## src/rtl/audio_record.sv

```systemverilog
// Records DEPTH mono samples from the codec input FIFO into a single-port RAM.
// Optional clip detection is enabled with `define AUDIO_RECORD_CLIP_DETECT_EN.
module audio_record #(
  parameter int unsigned DEPTH  = 48000,
  parameter int unsigned ADDR_W = 16
) (
  input  logic              clk,
  input  logic              reset,
  input  logic              start,
  input  logic              read_ready,
  input  logic [23:0]       readdata_left,
  input  logic [23:0]       readdata_right,
  output logic              read,
  output logic              mem_wren,
  output logic [ADDR_W-1:0] mem_addr,
  output logic [23:0]       mem_data,
  output logic [ADDR_W-1:0] count,
  output logic              busy,
  output logic              done,
  output logic              clip
);

  typedef enum logic [2:0] {StIdle, StWait, StCapture, StStore, StFinish} state_t;

  state_t      state, state_d;
  logic [23:0] left_q, right_q;
  logic signed [24:0] sum;
  logic        last;

  assign last     = (count == ADDR_W'(DEPTH - 1));
  assign mem_addr = count;

  always_comb begin
    state_d = state;
    unique case (state)
      StIdle:    if (start) state_d = StWait;
      StWait:    if (read_ready) state_d = StCapture;
      StCapture: state_d = StStore;
      StStore:   state_d = last ? StFinish : StWait;
      StFinish:  if (!start) state_d = StIdle;
      default:   state_d = StIdle;
    endcase
  end

  // Outputs are registered from the next state so they line up with the state register.
  always_ff @(posedge clk) begin
    if (reset) begin
      state    <= StIdle;
      read     <= 1'b0;
      mem_wren <= 1'b0;
      busy     <= 1'b0;
      done     <= 1'b0;
      count    <= '0;
      left_q   <= '0;
      right_q  <= '0;
    end else begin
      state    <= state_d;
      read     <= (state_d == StCapture);
      mem_wren <= (state_d == StStore);
      busy     <= (state_d == StWait) || (state_d == StCapture) || (state_d == StStore);
      done     <= (state_d == StFinish);
      if (state == StIdle && start) count <= '0;
      else if (state == StStore) count <= count + ADDR_W'(1);
      if (state == StCapture) begin
        left_q  <= readdata_left;
        right_q <= readdata_right;
      end
    end
  end

  // Mono mix: 25-bit sum of sign-extended channels, arithmetic shift right by one.
  assign sum = $signed({left_q[23], left_q}) + $signed({right_q[23], right_q});

  always_comb begin
    mem_data = 24'(sum >>> 1);
  end

`ifdef AUDIO_RECORD_CLIP_DETECT_EN
  logic clip_hit;

  assign clip_hit = (readdata_left == 24'h7FFFFF) || (readdata_left == 24'h800000) ||
                    (readdata_right == 24'h7FFFFF) || (readdata_right == 24'h800000);

  always_ff @(posedge clk) begin
    if (reset) begin
      clip <= 1'b0;
    end else if (state == StIdle && start) begin
      clip <= 1'b0;
    end else if (state == StCapture && clip_hit) begin
      clip <= 1'b1;
    end
  end
`else
  assign clip = 1'b0;
`endif

endmodule
```

## config.mk

```make
export PLATFORM = sky130hd
export DESIGN_NAME = audio_record
export DESIGN_NICKNAME = d
export VERILOG_FILES = /design/src/rtl/audio_record.sv
export SDC_FILE = /design/constraint.sdc
export NUM_CORES = 1
export LEC_CHECK = 0
export BUFFER_PORTS_ARGS = -buffer_cell sky130_fd_sc_hd__buf_4
export CELL_PAD_IN_SITES_DETAIL_PLACEMENT = 1
export CELL_PAD_IN_SITES_GLOBAL_PLACEMENT = 1
export CORE_MARGIN = 4
export CORE_UTILIZATION = 32
export CTS_BUF_LIST = sky130_fd_sc_hd__clkbuf_16
export DETAILED_ROUTE_END_ITERATION = 12
export PLACE_DENSITY_LB_ADDON = 0.08
export SLEW_MARGIN = 10
export SYNTH_ARGS = -nofsm -noshare
export SYNTH_HDL_FRONTEND = slang
export SYNTH_SLANG_ARGS = --single-unit
```

## constraint.sdc

```tcl
create_clock -name clk -period 7.6 [get_ports clk]
set_input_delay 1.14 -clock clk [delete_from_list [all_inputs] [get_ports clk]]
set_output_delay 1.14 -clock clk [all_outputs]
set_load 0.02 [all_outputs]
```

## After elaboration in Yosys (flattened, before gate mapping)

Index checks and enable logic that the tools add are counted.

| word-level totals | value |
|---|---|
| flip-flop bits (word level) | 71 |
| input port bits | 52 |
| output and inout port bits | 61 |
| logic and storage cells | 29 |

| operators by class | value |
|---|---|
| $add $sub $neg | 2 |
| equality and inequality tests | 9 |
| multiplexer cells | 5 |
| reduce and logical (&&, ||, !) cells | 5 |

Operators with widths:

| operator | count |
|---|---|
| adder 24 x 24 -> 25 bit | 1 |
| adder 16 x 1 -> 16 bit (second input constant) | 1 |
| == test 16 bit (second input constant) | 1 |
| one-hot mux 3 bit (5 select lines) | 1 |
| == test 3 x 2 -> 1 bit (second input constant) | 4 |
| two-way mux 3 bit | 4 |
| == test 3 x 1 -> 1 bit (second input constant) | 2 |
| == test 3 bit (second input constant) | 2 |
| logical NOT 3 bit | 1 |
| logical OR 1 bit | 2 |
| OR reduction 2 bit | 1 |
| logical AND 1 bit | 1 |

## Logic depth before layout (Yosys ltp)

| depth | value |
|---|---|
| depth after elaboration | 6 |
| gate-level depth with buffers | 8 |
| gate-level depth less buffers | 8 |

## Least setup slack after synthesis

No wires, ideal clock.

| path | value |
|---|---|
| path type | register to output |
| from | reg left_q[0] |
| to | out mem_data[17] |
| data arrival time | 2.273 ns |
| data required time | 6.460 ns |
| slack | 4.187 ns |
| cell stages (with the launch flop) | 9 |
| path buffers | 0 |
| cell sequence | dfxtp_1 and2_1 fa_1 a21o_1 a221o_2 a31oi_4 o21bai_2 a311oi_2 xnor2_1 |

| on the way | value |
|---|---|
| cells in the longest elaborated chain, start to end | 1 |

RTL lines:

| item | line | text |
|---|---|---|
| from (decl) | 26 | `logic [23:0] left_q, right_q;` |
| from (signal assigned) | 65 | `left_q <= readdata_left;` |
| adder 24 x 24 -> 25 bit | 72 | `assign sum = $signed({left_q[23], left_q}) + $signed({right_q[23], right_q});` |
| to (decl) | 16 | `output logic [23:0] mem_data,` |

No other way between the ends.

## Final worst setup path

Ends and elaborated chain as after synthesis.

==> impl_metrics.csv <==
group,metric,value,unit
outcome,status,"complete, no violations",
logic_synthesis,synth-edff-count,0,
die,ios,113,
route,drtIter0Drc,116,
route,drc,0,
min_path,holdPathEnd,"left_q[7]",
setup_path,end_kind,"primary output",
route,finalWirelength,11200,um
logic_synthesis,ys_warn_count,0,
die,initial_utilization,32.9,%
logic_synthesis,synth.top_cells.by_area,"dfxtp_1 (36%), nand2_1 (11%), a21oi_1 (9.0%)",
power_and_ir_drop,powerDensity,190,nW/um2
setup_path,worstSetupStartpointType,"flip-flop",
finish,diodes,0,
logic_synthesis,syn_avg_cell_area,7.88,um2
power_and_ir_drop,power,976,uW
route,ant_nets,0,
clock_network,numCtsBuffers,9,
logic_synthesis,synthArstFlopShare,0,%
grt,grt_pass1_vias,3860,
logic_synthesis,synth_adder_area_share,8.08,%
setup_path,rrSetupSlack,5520,ps
logic_synthesis,syn_nets,580,
clock_network,htree_levels,3,
logic_synthesis,synth-main-ff-cell,"dfxtp_1",
die,die_w,119,um
finish,drive_above_1_share,23.6,%
logic_synthesis,yosys.area_share.simple,22.2,%
clock_network,hold_buffers,0,
grt,grt.total_usage,16.3,%
grt,antenna_found_initial,0,
timing,finalCritPeriodShare,51.9,%
clock_network,post-cts-setup-buffers,0,
placed_design,io_buffers,111,
logic_synthesis,synth-compound-area-share,19.6,%
logic_synthesis,synthMuxAreaShare,0.505,%
die,die-area,14200,um2
logic_synthesis,ys_types,53,
timing,max-slew-margin-rel,31.3,%
setup_path,r2r-end,"count[15]",
die,core-area,12100,um2
clock_network,tritoncts,"built",
route,vias_per_cell,4.84,
job,cap_violations,0,
logic_synthesis,yosysSeqAreaShare,35.9,%
timing,finalSetupTns,0,ps
setup_path,r2r_start,"state[0]",
finish,syn2layout_area_growth,29.5,%
setup_path,critical_path_class,"reg2out",
timing,setup_ws,3660,ps
timing,hold_viol,0,
logic_synthesis,synth.top_cell.area_share,35.9,%
placed_design,gp_congestion,0.812,
timing,rsz0062_at_grt,"no",
logic_synthesis,syn_area,3960,um2
logic_synthesis,synth_top_area_cell,"dfxtp_1",
setup_path,crit_required,6460,ps
logic_synthesis,synth-seq-cells,71,
setup_path,crit_fanout,3,
finish,final_nets,662,
timing,tightest_slew,1030,ps
timing,finalSetupViolations,0,
grt,grt_pass1_wl,19000,um
min_path,hp-start,"left_q[7]",
power_and_ir_drop,p_leak,0.00226,uW
clock_network,root_buffer,"clkbuf_16",
clock_network,clk_pin_slew,60,ps
die,rows,40,
setup_path,cp.arrival,2800,ps
timing,fmax,254,MHz
route,drt-pass1-iter-count,4,
timing,slew_violations,0,
placed_design,hpwl,8590,um
logic_synthesis,synth_xor_area_share,7.74,%
clock_network,clockBufferDepth,2,
timing,skew,9.17,ps
route,avgRoutedWirePerCell,14.8,um
logic_synthesis,yosysMostFrequentCell,"nand2_1",
grt,globalRoute.totalOverflow,0,
grt,grt_start_max_net_pins,54,
route,vias,3672,
logic_synthesis,synthTopCellsByCount,"nand2_1 (121), a21oi_1 (71), dfxtp_1 (71), nor2_1 (27), ha_1 (24)",
placed_design,preCtsSetupSlack,3990,ps
clock_network,cts_sinks,71,
logic_synthesis,netlist_instances,503,
clock_network,clock_latency,340,ps
min_path,hold_path_depth,2,
die,die_y,119,um
min_path,hp-class,"reg2reg",
setup_path,reg2reg_depth,6,
power_and_ir_drop,max-vdd-ir-drop,0.103,mV
timing,fin_crit,3940,ps
clock_network,cts_resized,0,
logic_synthesis,synth_top_family_by_area,"simple AND/OR/NAND/NOR gates",
worst max-delay path: stages, from the launching register on:
cell	delay (ps)
dfxtp_1	320
and2_1	170
fa_1	400
a21o_1	200
a221o_2	410
a31oi_4	250
o21bai_2	140
a311oi_2	300
xnor2_1	140
buf_4	160
layout by cell type, fill, tap and decap left out, types with 3 or more instances in the layout:
| master | synthesis | final |
|---|---|---|
| a21o_1 | 11 | 11 |
| a21oi_1 | 71 | 71 |
| and2_1 | 5 | 5 |
| and3_1 | 5 | 5 |
| and4_1 | 3 | 3 |
| buf_4 | 17 | 113 |
| clkbuf_16 | 0 | 9 |
| dfxtp_1 | 71 | 71 |
| ha_1 | 24 | 24 |
| nand2_1 | 121 | 121 |
| nand2b_1 | 3 | 3 |
| nand3_1 | 9 | 9 |
| nand4_1 | 11 | 11 |
| nor2_1 | 27 | 27 |
| nor3_1 | 5 | 5 |
| o211ai_1 | 3 | 3 |
| o21a_1 | 3 | 3 |
| o21ai_0 | 13 | 13 |
| or3_1 | 3 | 3 |
| xnor2_1 | 19 | 19 |
| xor2_1 | 16 | 16 |
report_power, final:
| part | switching (uW) | internal [uW] |
|---|---|---|
| clock | 167 | 288 |
| sequential | 8.95 | 385 |
| combinational | 72.5 | 55.7 |
cells by family (layout without fill, tap and decap cells):
logic type,count (synthesis),after routing
adder cells (fa/ha/maj),25,25
other,1,1
AO/OA/AOI/OAI,125,125
AND/OR/NAND/NOR,200,200
flip-flops,71,71
XOR/XNOR,35,35
buffers and inverters,44,131
multiplexers,2,2
per-stage QoR:
step                hold WS [ps]  utilization [%]  cells  area [um2]
finish                       459             42.5    758        5130
global route                 478             42.5    758        5130
global placement             448             39.8    742        4800
CTS                          461             42.5    758        5120
floorplan                    440                -    503        3960
detailed placement           453             39.8    742        4800
routing by layer:
metal	up-vias	wire, um	track usage, %
met5	-	0	0
met4	0	136	5.36
met3	12	652	5.27
met1	1694	5350	21.1
li1	1879	-	-
met2	87	5090	25.6
registers in the layout, indices dropped and copies added, names as in the netlist:
signal	count
left_q	24
right_q	24
count	16
state	3
busy	1
done	1
mem_wren	1
read	1
area by class of cell:
cell class                 instances  area [um2]
clock buffer                       9         225
clock inverter                     7        97.6
fill                            1499        6930
inverter                           2        7.51
multi-input combinational        388        2320
sequential                        71        1420
tap                              168         210
timing repair buffer             113         848
how the worst max path moves through the flow:
| stage | from | end | cells after the start |
|---|---|---|---|
| finish | left_q[0] | mem_data[17] | 9 |
| global route | left_q[0] | mem_data[21] | 9 |
| floorplan | left_q[0] | mem_data[17] | 8 |
| detailed placement | left_q[0] | mem_data[17] | 9 |
| global placement | left_q[0] | mem_data[17] | 9 |
| CTS | left_q[0] | mem_data[17] | 9 |
No activity file was read; power rests on OpenSTA's default activity.
